[src/rtl/adsr_pkg.sv]
// Shared types and helpers for the ADSR envelope stage.
// Optional build macro: ADSR_HARD_RETRIG_EN (restart ATTACK from zero).
package adsr_pkg;

  typedef enum logic [2:0] {
    IDLE,
    ATTACK,
    DECAY,
    SUSTAIN,
    RELEASE
  } adsr_state_e;

  function automatic int unsigned env_max(input int unsigned width);
    return (32'd1 << width) - 32'd1;
  endfunction

endpackage

[src/rtl/adsr_envelope_if.sv]
// Sample stream, envelope controls and scaled output of the ADSR stage.
// master drives samples and controls; slave is the envelope block.
interface adsr_envelope_if #(
  parameter int WAVE_WIDTH = 16,
  parameter int ENV_WIDTH  = 16
);
  logic [WAVE_WIDTH-1:0] sample_in;
  logic                  sample_valid;
  logic                  gate;
  logic [ENV_WIDTH-1:0]  attack_step;
  logic [ENV_WIDTH-1:0]  decay_step;
  logic [ENV_WIDTH-1:0]  sustain_level;
  logic [ENV_WIDTH-1:0]  release_step;
  logic [WAVE_WIDTH-1:0] out;
  logic                  out_valid;
  logic [ENV_WIDTH-1:0]  env_level;
  logic                  busy;

  modport master (
    output sample_in, sample_valid, gate,
    output attack_step, decay_step,
    output sustain_level, release_step,
    input  out, out_valid, env_level, busy
  );

  modport slave (
    input  sample_in, sample_valid, gate,
    input  attack_step, decay_step,
    input  sustain_level, release_step,
    output out, out_valid, env_level, busy
  );
endinterface

[src/rtl/adsr_env_fsm.sv]
// ADSR state register and envelope arithmetic, advanced once per tick.
// Macro ADSR_HARD_RETRIG_EN: retrigger in RELEASE restarts from zero.
module adsr_env_fsm
  import adsr_pkg::*;
#(
  parameter int ENV_WIDTH = 16
) (
  input  logic                 clk,
  input  logic                 rst,
  input  logic                 tick_i,
  input  logic                 gate_i,
  input  logic [ENV_WIDTH-1:0] attack_step_i,
  input  logic [ENV_WIDTH-1:0] decay_step_i,
  input  logic [ENV_WIDTH-1:0] sustain_level_i,
  input  logic [ENV_WIDTH-1:0] release_step_i,
  output logic [ENV_WIDTH-1:0] env_o,
  output adsr_state_e          state_o
);

  localparam int EW = ENV_WIDTH;
  localparam logic [EW-1:0] EMAX = EW'(env_max(EW));

  adsr_state_e   state_q;
  logic [EW-1:0] env_q;
  logic [EW:0]   att_sum;
  logic [EW:0]   dec_thr;

  // One extra bit so step overflow is visible.
  assign att_sum = {1'b0, env_q} + {1'b0, attack_step_i};
  assign dec_thr = {1'b0, sustain_level_i} + {1'b0, decay_step_i};

  always_ff @(posedge clk) begin
    if (rst) begin
      state_q <= IDLE;
      env_q   <= '0;
    end else if (tick_i) begin
      unique case (state_q)
        IDLE: begin
          if (gate_i) state_q <= ATTACK;
        end
        ATTACK: begin
          if (!gate_i) begin
            state_q <= RELEASE;
          end else if (att_sum >= {1'b0, EMAX} ||
                       attack_step_i == '0) begin
            env_q   <= EMAX;
            state_q <= DECAY;
          end else begin
            env_q <= att_sum[EW-1:0];
          end
        end
        DECAY: begin
          if (!gate_i) begin
            state_q <= RELEASE;
          end else if ({1'b0, env_q} <= dec_thr ||
                       decay_step_i == '0) begin
            env_q   <= sustain_level_i;
            state_q <= SUSTAIN;
          end else begin
            env_q <= env_q - decay_step_i;
          end
        end
        SUSTAIN: begin
          if (!gate_i) state_q <= RELEASE;
          else env_q <= sustain_level_i;
        end
        RELEASE: begin
          if (gate_i) begin
            state_q <= ATTACK;
`ifdef ADSR_HARD_RETRIG_EN
            env_q   <= '0;
`endif
          end else if (env_q <= release_step_i ||
                       release_step_i == '0) begin
            env_q   <= '0;
            state_q <= IDLE;
          end else begin
            env_q <= env_q - release_step_i;
          end
        end
        default: begin
          state_q <= IDLE;
          env_q   <= '0;
        end
      endcase
    end
  end

  assign env_o   = env_q;
  assign state_o = state_q;

endmodule

[src/rtl/adsr_envelope.sv]
// ADSR amplitude envelope: centres each sample, scales it by the
// envelope level and re-biases it. Macro: ADSR_HARD_RETRIG_EN.
module adsr_envelope
  import adsr_pkg::*;
#(
  parameter int WAVE_WIDTH = 16,
  parameter int ENV_WIDTH  = 16
) (
  input logic             clk,
  input logic             rst,
  adsr_envelope_if.slave  bus
);

  localparam int WW = WAVE_WIDTH;
  localparam int EW = ENV_WIDTH;
  localparam logic [WW-1:0] MID = {1'b1, {(WW-1){1'b0}}};

  logic [EW-1:0] env;
  adsr_state_e   state;

  adsr_env_fsm #(.ENV_WIDTH(EW)) u_fsm (
    .clk             (clk),
    .rst             (rst),
    .tick_i          (bus.sample_valid),
    .gate_i          (bus.gate),
    .attack_step_i   (bus.attack_step),
    .decay_step_i    (bus.decay_step),
    .sustain_level_i (bus.sustain_level),
    .release_step_i  (bus.release_step),
    .env_o           (env),
    .state_o         (state)
  );

  logic signed [WW:0]      s_d;
  logic signed [WW+EW+1:0] p_d;
  logic [WW-1:0]           out_d;
  logic [WW-1:0]           out_q;
  logic                    ov_q;
  logic                    unused_p;

  // Bits [EW +: WW] of the product equal (p >>> EW) truncated.
  assign s_d   = $signed({1'b0, bus.sample_in}) - $signed({1'b0, MID});
  assign p_d   = s_d * $signed({1'b0, env});
  assign out_d = p_d[EW +: WW] + MID;
  assign unused_p = ^{p_d[WW+EW+1:WW+EW], p_d[EW-1:0]};

  always_ff @(posedge clk) begin
    if (rst) begin
      out_q <= MID;
      ov_q  <= 1'b0;
    end else begin
      ov_q <= bus.sample_valid;
      if (bus.sample_valid) out_q <= out_d;
    end
  end

  assign bus.out       = out_q;
  assign bus.out_valid = ov_q;
  assign bus.env_level = env;
  assign bus.busy      = (state != IDLE);

endmodule

[src/flat_wrapper.sv]
// flat-port wrapper written by rule: the top's interface ports become plain ports
module adsr_envelope_flat import adsr_pkg::*;
#(
  parameter int WAVE_WIDTH = 16,
  parameter int ENV_WIDTH  = 16
)
  (clk, rst, bus_sample_in, bus_sample_valid, bus_gate, bus_attack_step, bus_decay_step, bus_sustain_level, bus_release_step, bus_out, bus_out_valid, bus_env_level, bus_busy);
  adsr_envelope_if #(.WAVE_WIDTH(WAVE_WIDTH), .ENV_WIDTH(ENV_WIDTH)) bus_i ();
  input logic clk;
  input logic rst;
  input wire logic [$bits(bus_i.sample_in)-1:0] bus_sample_in;
  input wire logic [$bits(bus_i.sample_valid)-1:0] bus_sample_valid;
  input wire logic [$bits(bus_i.gate)-1:0] bus_gate;
  input wire logic [$bits(bus_i.attack_step)-1:0] bus_attack_step;
  input wire logic [$bits(bus_i.decay_step)-1:0] bus_decay_step;
  input wire logic [$bits(bus_i.sustain_level)-1:0] bus_sustain_level;
  input wire logic [$bits(bus_i.release_step)-1:0] bus_release_step;
  output wire logic [$bits(bus_i.out)-1:0] bus_out;
  output wire logic [$bits(bus_i.out_valid)-1:0] bus_out_valid;
  output wire logic [$bits(bus_i.env_level)-1:0] bus_env_level;
  output wire logic [$bits(bus_i.busy)-1:0] bus_busy;
  assign bus_i.sample_in = bus_sample_in;
  assign bus_i.sample_valid = bus_sample_valid;
  assign bus_i.gate = bus_gate;
  assign bus_i.attack_step = bus_attack_step;
  assign bus_i.decay_step = bus_decay_step;
  assign bus_i.sustain_level = bus_sustain_level;
  assign bus_i.release_step = bus_release_step;
  assign bus_out = bus_i.out;
  assign bus_out_valid = bus_i.out_valid;
  assign bus_env_level = bus_i.env_level;
  assign bus_busy = bus_i.busy;
  adsr_envelope #(.WAVE_WIDTH(WAVE_WIDTH), .ENV_WIDTH(ENV_WIDTH)) u_core (.clk(clk), .rst(rst), .bus(bus_i));
endmodule
[config.mk]
export PLATFORM = sky130hd
export DESIGN_NAME = adsr_envelope_flat
export DESIGN_NICKNAME = d
export VERILOG_FILES = /design/src/rtl/adsr_pkg.sv /design/src/rtl/adsr_envelope_if.sv /design/src/rtl/adsr_env_fsm.sv /design/src/rtl/adsr_envelope.sv /design/src/flat_wrapper.sv
export SDC_FILE = /design/constraint.sdc
export NUM_CORES = 1
export LEC_CHECK = 0
export BUFFER_PORTS_ARGS = -buffer_cell sky130_fd_sc_hd__buf_2
export CAP_MARGIN = 20
export CORE_ASPECT_RATIO = 0.6
export CORE_MARGIN = 4
export CORE_UTILIZATION = 25
export DETAILED_ROUTE_END_ITERATION = 10
export PLACE_DENSITY_LB_ADDON = 0.05
export SLEW_MARGIN = 40
export SYNTH_ARGS = -nofsm -noshare
export SYNTH_HDL_FRONTEND = slang
export SYNTH_HIERARCHICAL = 1
export SYNTH_SLANG_ARGS = --single-unit
[constraint.sdc]
create_clock -name clk -period 8.5 [get_ports clk]
set_input_delay 1.275 -clock clk [delete_from_list [all_inputs] [get_ports clk]]
set_output_delay 1.275 -clock clk [all_outputs]
set_load 0.005 [all_outputs]
==> flow_summary.toml <==
[global_routing]
grt_pass1_wl_um = 84260
grt_util_all_layers = 0.1761
grt_pass1_vias = 13006
antenna_found_initial = 2
overflow = 0
grt_start_max_net_pins = 42

[die]
io_pins = 118
start_util = 0.2526
die_area_um2 = 63950
die_h_um = 197.5
die_w_um = 323.8
core_area_um2 = 59220
rows = 69

[synthesis]
yosysWarnings = 6
ys_seq_elements = 36
synth_area_um2 = 14960
synthesis.nets = 2276
synth_cell_types = 77
ys_async_sr_fraction = 0
syn_area_per_cell_um2 = 8.448
synth-edff-count = 0
yosys_most_used_dff = "dfxtp_1"
synthCells = 1771
yosysSeqAreaShare = 0.04817

[place]
hpwl_um = 45830
gp_congestion = 0.8609
portBuffers = 117
dpl.cell_count = 2636
place_ws_ps = 1026

[run]
maxCapViolCount = 0

[worst_setup_path]
timing.critical_path.to_type = "flop"
arrival_ps = 7280
worstSetupPathType = "in2reg"
cp_max_fo = 16
crit_top_cell = "fa_1"
rr_worst_depth = 21
critPathRequiredTime_ps = 8660
critical_path.slowest_cell = "fa_1"
crit_path_max_incr_delay_ps = 660
path_cells = "buf_2, nand2b_1, inv_1, fa_1, inv_1, fa_1, inv_1, fa_1, fa_1, fa_1, inv_1, fa_1, inv_1, ha_1, nand3_1, o32ai_4, a21oi_2, o31ai_4, mux2i_1, o311ai_1"
start_kind = "input pin"

[cts]
ctsResizeCount = 0
cts_setup_buffers = 0
cts_hold_buf = 0
tritoncts = "done"
clockBufferDepth = 2
clk_pin_slew_worst_paths_ps = 60
cts_root_buffer = "clkbuf_16"
numClockSinks = 36
cts_max_level = 2
cts_buffers = 5
clock_latency_ps = 300

[layout]
areaGrowthSynthToFinish_pct = 11.29
layout-drive-gt1-share = 0.09227
fin_nets = 2368
final_cells = 2648
final_cell_mix = "inv_1, fa_1, nand2_1"
final_common_cell = "inv_1"

[route]
wl_met1_um = 30580
via_per_inst = 4.664
met3_length_um = 2932
dr.pass1.iters = 7
ant_nets = 0
wl_met2_um = 21120
vias = 12349
wire_per_inst_um = 20.70
drc = 0
highest_layer = "met4"
first_iter_violations = 803
drt-total-wl_um = 54800

[sta]
rsz0062_at_grt = "no"
setup_viol_count_final = 0
worstMarginPinSlew_ps = 998.4
finalHoldViolCount = 0
slew-limit-headroom = 0.3282
worst_slack_ps = 1376
period_share = 0.8381
fmax_mhz = 140.4
period_needed_ps = 7124
drv_slew = 0
clock_skew_ps = 6.998
tns_ps = 0
whs_ps = 467.1

[run_status]
status = "complete, no violations"

[pwr]
ir_drop_uv = 62.41
p_leak_nw = 8.538
power_density_nw_per_um2 = 40.68
power_w = 0.0006773

[min_path]
hold_path.class = "reg2reg"
worstHoldPathCells = 2
-- per-stage QoR --
stage                     utilization  instance area [µm²]
after floorplan                     -                14960
after global placement         0.2780                16470
after detailed placement       0.2783                16480
after CTS                      0.2809                16630
after global routing           0.2810                16640
final                          0.2811                16650
-- cell families after synthesis --
| group | share of synthesized area |
|---|---|
| compound gates | 0.1301 |
| mux | 0.01271 |
| fa+ha+maj | 0.4836 |
| xor+xnor | 0.04324 |
| simple gates | 0.1730 |
| flops | 0.04817 |
| buf+inv | 0.1092 |
-- per-layer routing --
metal  vias up  track usage
met5         -            0
met4         0      0.01154
met3        10      0.03001
met2       243       0.2416
met1      6275       0.2921
li1       5821            -
-- state kept, by name, summed over array words and instances (netlist names) --
name / count
u_core/u_fsm/state_o: 3
u_core/bus.out_valid: 1
u_core/bus.out: 16
u_core/u_fsm/env_o: 16
-- cell type report --
class                      count  area, µm²
antenna                        3      7.507
inverter                     384       1441
timing repair buffer         136      728.2
fill                        6502      42570
tap                          781      977.2
clock inverter                 2      15.01
multi-input combinational   1300      12620
sequential                    36      724.4
clock buffer                   6      138.9
-- synth_stat cells (13+ instances only) --
library cell    n  area, µm²
nand2b_1       30      187.7
nor3_1         14      70.07
xnor2_1        44      385.4
o21ai_1        13      65.06
nor2b_1        15      93.84
nor4_1         16      100.1
dfxtp_1        36      720.7
ha_1          159       1989
clkbuf_1       48      180.2
nand4_1        13      81.33
nand3_1        20      100.1
nor2_1         60      225.2
xor2_1         28      245.2
o21a_1         25      187.7
o21ai_0        33      165.2
nand2_1       188      705.7
a21oi_1        78      390.4
and2_1        120      750.7
fa_1          262       5245
a21o_1         23      172.7
mux2i_1        19      190.2
inv_1         384       1441
-- where the power goes --
group	internal (W)	total (W)	switching [W]
Sequential	0.000171	0.000175	0.00000359
Combinational	0.000104	0.000299	0.000194
Clock	0.000117	0.000204	0.0000872
-- final timing paths --
check,from,to,slack [ps]
worst min-delay path,u_core/bus.out[13],u_core/bus.out[13],470
worst max-delay path,bus_sample_in[15],u_core/bus.out[14],1380
worst min register to register,u_core/bus.out[13],u_core/bus.out[13],470
worst max register to register,u_core/u_fsm/env_o[3],u_core/bus.out[14],1900
-- worst max-delay path: cells and delay by family --
kind / cells / cell delay, ps
AO/OA/AOI/OAI: 4 / 1010
adder cells (fa/ha/maj): 7 / 3520
AND/OR/NAND/NOR: 2 / 390
buffers and inverters: 6 / 880
multiplexers: 1 / 210
No activity file was read; power rests on OpenSTA's default activity.
